### config.mk
export PLATFORM = sky130hd
export DESIGN_NAME = muldiv_unit
export DESIGN_NICKNAME = d
export VERILOG_FILES = /design/src/rtl/muldiv_unit.sv
export SDC_FILE = /design/constraint.sdc
export NUM_CORES = 2
export LEC_CHECK = 0
export ABC_AREA = 1
export CAP_MARGIN = 20
export CELL_PAD_IN_SITES_DETAIL_PLACEMENT = 0
export CELL_PAD_IN_SITES_GLOBAL_PLACEMENT = 2
export CORE_ASPECT_RATIO = 1.25
export CORE_MARGIN = 5
export CORE_UTILIZATION = 43
export CTS_CLUSTER_SIZE = 40
export DETAILED_ROUTE_END_ITERATION = 16
export PLACE_DENSITY = 0.95
export SLEW_MARGIN = 20
export SYNTH_ARGS = -nofsm -noshare
export SYNTH_HDL_FRONTEND = slang
export SYNTH_SLANG_ARGS = --single-unit
### constraint.sdc
create_clock -name clk -period 5.7 [get_ports clk]
set_input_delay 1.14 -clock clk [delete_from_list [all_inputs] [get_ports clk]]
set_output_delay 1.14 -clock clk [all_outputs]
set_load 0.05 [all_outputs]
### src/rtl/muldiv_unit.sv
// muldiv_unit: RV32M execute unit.
// Pipelined multiplier plus radix-2 restoring divider on one CDB port.
module muldiv_unit #(
  parameter int XLEN       = 32,
  parameter int TAG_W      = 5,
  parameter int MUL_STAGES = 2
) (
  input  logic             clk,
  input  logic             rst_n,
  input  logic             flush,
  input  logic             in_valid,
  output logic             in_ready,
  input  logic [2:0]       in_funct3,
  input  logic [TAG_W-1:0] in_tag,
  input  logic [XLEN-1:0]  in_vj,
  input  logic [XLEN-1:0]  in_vk,
  output logic             out_valid,
  input  logic             out_ready,
  output logic [TAG_W-1:0] out_tag,
  output logic [XLEN-1:0]  out_value
);

  localparam int L  = MUL_STAGES - 1;
  localparam int CW = $clog2(XLEN) + 1;
  localparam int PW = 2 * XLEN;

  typedef enum logic [1:0] {
    IDLE,
    BUSY,
    DONE
  } div_st_t;

  div_st_t st, st_nx;

  logic [MUL_STAGES-1:0] mul_v;
  logic [TAG_W-1:0]      mul_tag [MUL_STAGES];
  logic [XLEN-1:0]       mul_res [MUL_STAGES];

  logic [XLEN-1:0]  quot, dvs, rem, div_res;
  logic [TAG_W-1:0] div_tag;
  logic [CW-1:0]    cnt;
  logic             neg_q, neg_r, is_rem, div_rdy;

  logic            out_load, div_out, mul_stall;
  logic            mul_acc, div_acc;
  logic            a_s, b_s, a_neg, b_neg;
  logic            vk_zero, ovf, last;
  logic [PW-1:0]   pa, pb, prod;
  logic [XLEN-1:0] mul_in, sp_res;
  logic [XLEN:0]   rem_sh, diff;
  logic [XLEN-1:0] q_step, r_step;

  // Handshake and arbitration; a finished divide outranks the mul head
  always_comb begin
    out_load  = !out_valid || out_ready;
    div_out   = (st == DONE) && div_rdy;
    mul_stall = mul_v[L] && !(out_load && !div_out);
    in_ready  = rst_n && !flush &&
                (in_funct3[2] ? (st == IDLE) : !mul_stall);
    mul_acc   = in_valid && in_ready && !in_funct3[2];
    div_acc   = in_valid && in_ready && in_funct3[2];
  end

  // Product with per-operand sign extension, high/low half select
  always_comb begin
    a_s    = in_funct3[1:0] != 2'b11;
    b_s    = in_funct3[1:0] == 2'b01;
    pa     = {{XLEN{a_s & in_vj[XLEN-1]}}, in_vj};
    pb     = {{XLEN{b_s & in_vk[XLEN-1]}}, in_vk};
    prod   = pa * pb;
    mul_in = (in_funct3[1:0] == 2'b00) ?
             prod[XLEN-1:0] : prod[PW-1:XLEN];
  end

  // Divider operand prep, special cases and one restoring step
  always_comb begin
    a_neg   = !in_funct3[0] && in_vj[XLEN-1];
    b_neg   = !in_funct3[0] && in_vk[XLEN-1];
    vk_zero = in_vk == '0;
    ovf     = !in_funct3[0] && &in_vk &&
              (in_vj == {1'b1, {(XLEN-1){1'b0}}});
    if (vk_zero)
      sp_res = in_funct3[1] ? in_vj : '1;
    else
      sp_res = in_funct3[1] ? '0 : in_vj;
    rem_sh = {rem, quot[XLEN-1]};
    diff   = rem_sh - {1'b0, dvs};
    q_step = {quot[XLEN-2:0], !diff[XLEN]};
    r_step = diff[XLEN] ? rem_sh[XLEN-1:0] : diff[XLEN-1:0];
    last   = cnt == CW'(XLEN - 1);
  end

  // Divider next state
  always_comb begin
    st_nx = st;
    if (flush) begin
      st_nx = IDLE;
    end else begin
      unique case (st)
        IDLE: if (div_acc) st_nx = (vk_zero || ovf) ? DONE : BUSY;
        BUSY: if (last) st_nx = DONE;
        DONE: if (div_out && out_load) st_nx = IDLE;
        default: st_nx = IDLE;
      endcase
    end
  end

  // Divider state register
  always_ff @(posedge clk or negedge rst_n) begin
    if (!rst_n) st <= IDLE;
    else        st <= st_nx;
  end

  // Divider datapath; the result settles one cycle in DONE before it bids
  always_ff @(posedge clk or negedge rst_n) begin
    if (!rst_n) begin
      quot    <= '0;
      dvs     <= '0;
      rem     <= '0;
      div_res <= '0;
      div_tag <= '0;
      cnt     <= '0;
      neg_q   <= 1'b0;
      neg_r   <= 1'b0;
      is_rem  <= 1'b0;
      div_rdy <= 1'b0;
    end else begin
      div_rdy <= (st == DONE) && (st_nx == DONE);
      if (div_acc) begin
        div_tag <= in_tag;
        is_rem  <= in_funct3[1];
        neg_q   <= a_neg ^ b_neg;
        neg_r   <= a_neg;
        quot    <= a_neg ? -in_vj : in_vj;
        dvs     <= b_neg ? -in_vk : in_vk;
        rem     <= '0;
        cnt     <= '0;
        div_res <= sp_res;
      end else if (st == BUSY) begin
        quot <= q_step;
        rem  <= r_step;
        cnt  <= cnt + CW'(1);
        if (last) begin
          if (is_rem) div_res <= neg_r ? -r_step : r_step;
          else        div_res <= neg_q ? -q_step : q_step;
        end
      end
    end
  end

  // Multiplier pipeline, advances as a whole unless the head is blocked
  always_ff @(posedge clk or negedge rst_n) begin
    if (!rst_n) begin
      mul_v <= '0;
      for (int i = 0; i < MUL_STAGES; i++) begin
        mul_tag[i] <= '0;
        mul_res[i] <= '0;
      end
    end else if (flush) begin
      mul_v <= '0;
    end else if (!mul_stall) begin
      mul_v[0]   <= mul_acc;
      mul_tag[0] <= in_tag;
      mul_res[0] <= mul_in;
      for (int i = 1; i < MUL_STAGES; i++) begin
        mul_v[i]   <= mul_v[i-1];
        mul_tag[i] <= mul_tag[i-1];
        mul_res[i] <= mul_res[i-1];
      end
    end
  end

  // Single-entry result register toward the CDB
  always_ff @(posedge clk or negedge rst_n) begin
    if (!rst_n) begin
      out_valid <= 1'b0;
      out_tag   <= '0;
      out_value <= '0;
    end else if (flush) begin
      out_valid <= 1'b0;
    end else if (out_load) begin
      if (div_out) begin
        out_valid <= 1'b1;
        out_tag   <= div_tag;
        out_value <= div_res;
      end else if (mul_v[L]) begin
        out_valid <= 1'b1;
        out_tag   <= mul_tag[L];
        out_value <= mul_res[L];
      end else begin
        out_valid <= 1'b0;
      end
    end
  end

endmodule

* Yosys cells after proc, flatten, opt, wreduce, memory -nomap -nowiden *
Cells that the tools add are included.

operators by class
  add/subtract/negate cells = 6
  multiply operators = 1
  equal/unequal tests = 8
  mux-type cells = 36
  bitwise logic cells = 5
  reductions and logical operators = 35

operators by type and width
  operator                count
  $mux W32                19
  $neg A32 Y32            4
  $mul A33 B33 Y64        1
  $sub A33 B32 Y33        1
  $eq A32 B32 Y1 const B  1
  $logic_not A32 Y1       1
  $reduce_and A32 Y1      1
  $logic_and A1 B1 Y1     14
  $mux W2                 7
  $mux W6                 2
  $mux W5                 2
  $logic_not A1 Y1        8
  $reduce_bool A2 Y1      4
  $add A6 B1 Y6 const B   1
  $eq A6 B5 Y1 const B    1
  $pmux W2 S3             1
  $mux W1                 5
  $eq A2 B1 Y1 const B    2
  $eq A2 B2 Y1 const B    2
  $logic_not A2 Y1        2
  $ne A2 B2 Y1 const B    2
  $reduce_and A2 Y1       2
  $reduce_and A3 Y1       1
  $and A1 B1 Y1           2
  3 further kinds         5

word-level totals
  bits in registers = 259
  input bits = 77
  output and inout bits = 39
  logic and storage cells = 110

* Longest topological paths before layout *
  depth in word-level cells = 16
  gate-level depth with buffers = 37
  gate-level depth less buffers = 35

* Least setup slack after synthesis *
Ideal clock, no wire load.

  kind = in2reg
  start = input in_vj[31]
  end = register mul_res[63] in the netlist's numbering
  library setup time = 0.138 ns
  data arrival time = 8.464 ns
  required time = 5.562 ns
  setup slack = -2.902 ns
  stages = 30
  cell sequence = buf_2 -> inv_1 -> nor2_1 -> nor2_1 -> clkbuf_1 -> nor2_1 -> fa_1 -> inv_1 -> fa_1 -> inv_1 -> fa_1 -> inv_1 -> fa_1 -> fa_1 -> inv_1 -> fa_1 -> inv_1 -> fa_1 -> fa_1 -> inv_1 -> ha_1 -> nand2_1 -> nor3_1 -> nand2_1 -> nor4_1 -> and3_1 -> a221oi_1 -> xor2_1 -> nand2_1 -> a31oi_1

between the ends
  word-level cells in the longest chain between the ends = 3

RTL lines
  what                             line  source
  from (decl)                      15    input logic [XLEN-1:0] in_vj,
  $and A1 B1 Y1                    68    pa = {{XLEN{a_s & in_vj[XLEN-1]}}, in_vj};
  $mul A33 B33 Y64 *               70    prod = pa * pb;
  $mux W32 *                       71    mul_in = (in_funct3[1:0] == 2'b00) ?
  to (signal, indexed assignment)  168   mul_res[i] <= mul_res[i-1];
  to (decl)                        37    logic [XLEN-1:0] mul_res [MUL_STAGES];

Mark *: on every way between the ends. The rest lies on a longest branch, timed or not.
A chain may end at the register's enable or synchronous reset.

* Final worst setup path *
  start = input in_vj[31]
  end = register mul_res[61] in the netlist's numbering

Same word-level chain as after synthesis.

==> metrics.log <==
INFO  metric synth-adder-area-share = between 40% and 50%
INFO  metric grt_pass1_wl = roughly 330000 um
INFO  metric master_cell_of_the_clock_root_buffer = sky130_fd_sc_hd__clkbuf_16
INFO  metric synth_compound_gate_area_share = 6.52%
INFO  metric seq_area = 6480 sq um
INFO  metric grt_max_degree = between 150 and 200
INFO  metric synth_area_per_cell = around 7.6 sq um
INFO  metric place.gp.congestion = 1.01
INFO  metric cts_hold_repair.buffers = 0
INFO  metric timing_max_transition_violations_final = 0
INFO  metric synthDominantAreaCellType = sky130_fd_sc_hd__fa_1
INFO  metric slowest_stage = sky130_fd_sc_hd__fa_2
INFO  metric hp-class = input pin to asynchronous set/reset pin
INFO  metric layout.cells.non_filler = between 9000 and 10000
INFO  metric finalCoreUtilization = 52.5%
INFO  metric areaGrowthSynthToFinish = 21.8%
INFO  metric post-synth-top-area-fraction = between 30% and 40%
INFO  metric synth_edf_count = 0
INFO  metric numPortBuffers = 115
INFO  metric placedInstanceArea = 64600 sq um
INFO  metric ctsHtreeMaxLevel = 1
INFO  metric share_of_the_clock_period_used_by_the_worst_path_after_layout = 136%
INFO  metric cts.clk_slew.worst_paths = 0.07 ns
INFO  metric vias_per_cell = between 5 and 6
INFO  metric first_iter_violations = 4135
INFO  metric synth_mux_area_share = 0%
INFO  metric grt_busiest_layer = met2
INFO  metric finalHoldViolCount = 0
INFO  metric routed_wl = about 210000 um
INFO  metric ys_async_rst_share = 100%
INFO  metric grt-ovfl-total = 0
INFO  metric critPathRequiredTime = ~6 ns
INFO  metric timing.critical_path.mode_cell = sky130_fd_sc_hd__fa_2
INFO  metric chipHeight = about 420 um
INFO  metric synth-seq-cells = ~260
INFO  metric timing.clock.skew = about 0.029 ns
INFO  metric first_global_vias = approximately 54000
INFO  metric synthDistinctLibCells = just under 60
INFO  metric dr_total_vias = roughly 50000
INFO  metric leading_cell_type_in_the_layout_fill_and_taps_excluded = sky130_fd_sc_hd__nand2_1
INFO  metric dominantRegCellSynth = sky130_fd_sc_hd__dfrtp_1
INFO  metric cp_max_fo = 5
INFO  metric clock.fmax = about 130 MHz
INFO  metric slew_headroom = a little over a quarter
INFO  metric design.final.nets = ~9400
INFO  metric timing.final.setup_violations = 32
INFO  metric synth.cell_area = between 50000 and 60000 sq um
INFO  metric fraction_of_the_mapped_netlist_area_in_simple_logic_gates = about 20%
INFO  metric layout-drive-gt1-share = 17.6%
INFO  metric detail_route.wl_per_cell = ~22 um
INFO  metric multi_input_area = roughly 44000 sq um
INFO  metric detail_route.first_pass.iterations = 10
INFO  metric antenna_found_initial = 9
INFO  metric synth_nets = 8889
INFO  metric timing.critical_path.arrival = roughly 8.2 ns
INFO  metric synthesis.instances = between 7000 and 8000
INFO  metric maxCapViolCount = 0
INFO  metric cts_inserted_buffers = 29
INFO  metric placement_row_count = between 100 and 150
INFO  metric cts_tree = done
INFO  metric final_total_negative_setup_slack = -60.14 ns
INFO  metric floorplan.initialDensity = a little over two fifths
INFO  metric main_combinational_cell_family_by_area_after_synthesis = adder cells
INFO  metric gr-usage-met3 = ~4.4%
INFO  metric final_area = 69000 sq um
INFO  metric layout_common_cells = 1955 x sky130_fd_sc_hd__nand2_1, 1774 x sky130_fd_sc_hd__inv_1, 1082 x sky130_fd_sc_hd__fa_1
INFO  metric postRouteAntennaNets = 0
INFO  metric synth_top_cells_by_area = sky130_fd_sc_hd__fa_1 40%, sky130_fd_sc_hd__nand2_1 13%, sky130_fd_sc_hd__inv_1 12%
INFO  metric yosysSeqAreaShare = between 10% and 20%
INFO  metric endpoint_kind = flop
INFO  metric yosys_warnings = 0
INFO  metric core-area = about 130000 sq um
INFO  metric grt.total_usage = 30.8%
INFO  metric grt.met1_usage = a little over a third
INFO  metric rsz_0062_raised_after_global_routing = true
INFO  metric run_status = finished with violations
INFO  metric fillerInstances = roughly 12000
INFO  metric drc = 0
INFO  metric shortest_clock_period_the_worst_path_allows_after_layout = just under 8 ns
INFO  metric post_synth_xor_area_fraction = between 1.5 and 2%
INFO  metric max_slew.worst_pin.slew = 1.11 ns
INFO  metric critical-path-max-stage-delay = between 0.6 and 0.7 ns
INFO  metric clock_tree.buffer_depth = 3
INFO  metric crit_path_kind = input pin to flop
INFO  metric failing_checks = negative setup slack
INFO  metric floorplan_die_width = about 330 um
INFO  metric post-route-worst-setup-slack = -2.05 ns
INFO  metric later_pin_clock_latency_in_the_skew_report = 0.59 ns
INFO  metric globalRouteMet2Util = 52.3%
INFO  metric io-pin-count = approximately 120
INFO  metric startpoint_type = input pin
INFO  metric dp_hpwl = between 150000 and 200000 um
INFO  metric fp.dieArea = about 140000 sq um
INFO  metric post-place-cells = between 9000 and 10000
INFO  metric cts.sinks = 259
## sequential cells by signal (all words and copies together) (netlist names)
name / flops
div_res: 32
div_rdy: 1
div_tag: 5
st: 2
rem: 32
out_value: 32
out_valid: 1
neg_r: 1
cnt: 6
is_rem: 1
quot: 32
out_tag: 5
mul_v: 2
mul_res: 64
dvs: 32
mul_tag: 10
neg_q: 1
## layout make-up
class | instances | share of cell area, %
Tap cell | 1736 | 3.15
Clock inverter | 10 | 0.147
Inverter | 1896 | 10.4
Antenna cell | 4 | 0.0145
Sequential cell | 259 | 9.39
Multi-Input combinational cell | 4902 | 63.3
Clock buffer | 41 | 1.23
Timing Repair Buffer | 874 | 12.4
## cells in the mapped netlist (all sizes together), types with 5 or more instances
cell,instances
clkinv,8
or2,14
a21boi,5
a21o,12
dfrtp,259
nand4,45
o21ai,252
fa,1126
ha,250
xor2,62
o211ai,18
o221ai,31
xnor2,39
o21a,5
clkbuf,231
nor2,359
inv,1888
a21oi,175
nor3,44
o21bai,12
o22ai,33
nor4,5
nand2,2059
nand3,237
nand3b,18
a31oi,78
buf,148
a22oi,5
## per-layer routing
layer,vias to the layer above,part of all wire [%]
li1,22800,-
met5,-,0.019
met3,667,6.6
met2,2027,48
met1,25500,36
met4,6,9.1
## stage by stage
stage	setup WS [ns]	hold slack, ns
final	-2.05	0.380
after global routing	-2.30	0.381
after CTS	-2.11	0.372
after detailed placement	-3.41	0.462
after global placement	-3.41	0.454
after floorplan	-2.41	0.442
## kinds of logic (layout without fill, tap and decap cells)
| group | Yosys count | count (layout) |
|---|---|---|
| and+or+nand+nor | 2786 | 2786 |
| buffers and inverters | 2275 | 2821 |
| adders and majority gates | 1376 | 1376 |
| AOI/OAI and AO/OA | 639 | 639 |
| DFF | 259 | 259 |
| xor gates and xnor gates | 101 | 101 |
| other | 0 | 4 |
## repair_timing
item,in CTS,in global routing
pin swaps,173,196
gates resized for setup,456,214
buffers inserted,80,48
gates cloned,15,2
endpoints found under the setup margin,32,32
## final timing paths
kind	slack [ns]	to	from	cells after the start
max in group asynchronous	2.81	mul_res[45]$_DFFE_PN0P_	rst_n	4
min in group clk	0.47	mul_res[20]$_DFFE_PN0P_	mul_res[20]$_DFFE_PN0P_	2
max	-2.05	mul_res[61]$_DFFE_PN0P_	in_vj[31]	37
min reg2reg	0.47	mul_res[20]$_DFFE_PN0P_	mul_res[20]$_DFFE_PN0P_	2
max reg2reg	0.66	div_res[22]$_DFFE_PN0P_	quot[31]$_DFFE_PN0P_	27
min	0.38	dvs[13]$_DFFE_PN0P_	rst_n	1
## critical path: cells and delay by family
kind | cells | cell delay, ns
AND/OR/NAND/NOR | 11 | 1.05
adder cells (fa/ha/maj) | 9 | 4.36
buffers and inverters | 13 | 1.20
AO/OA/AOI/OAI | 4 | 0.41
Power is left out: the tool's default activity adds up to more than one toggle a clock period on the data nets, which glitch-free logic cannot reach.
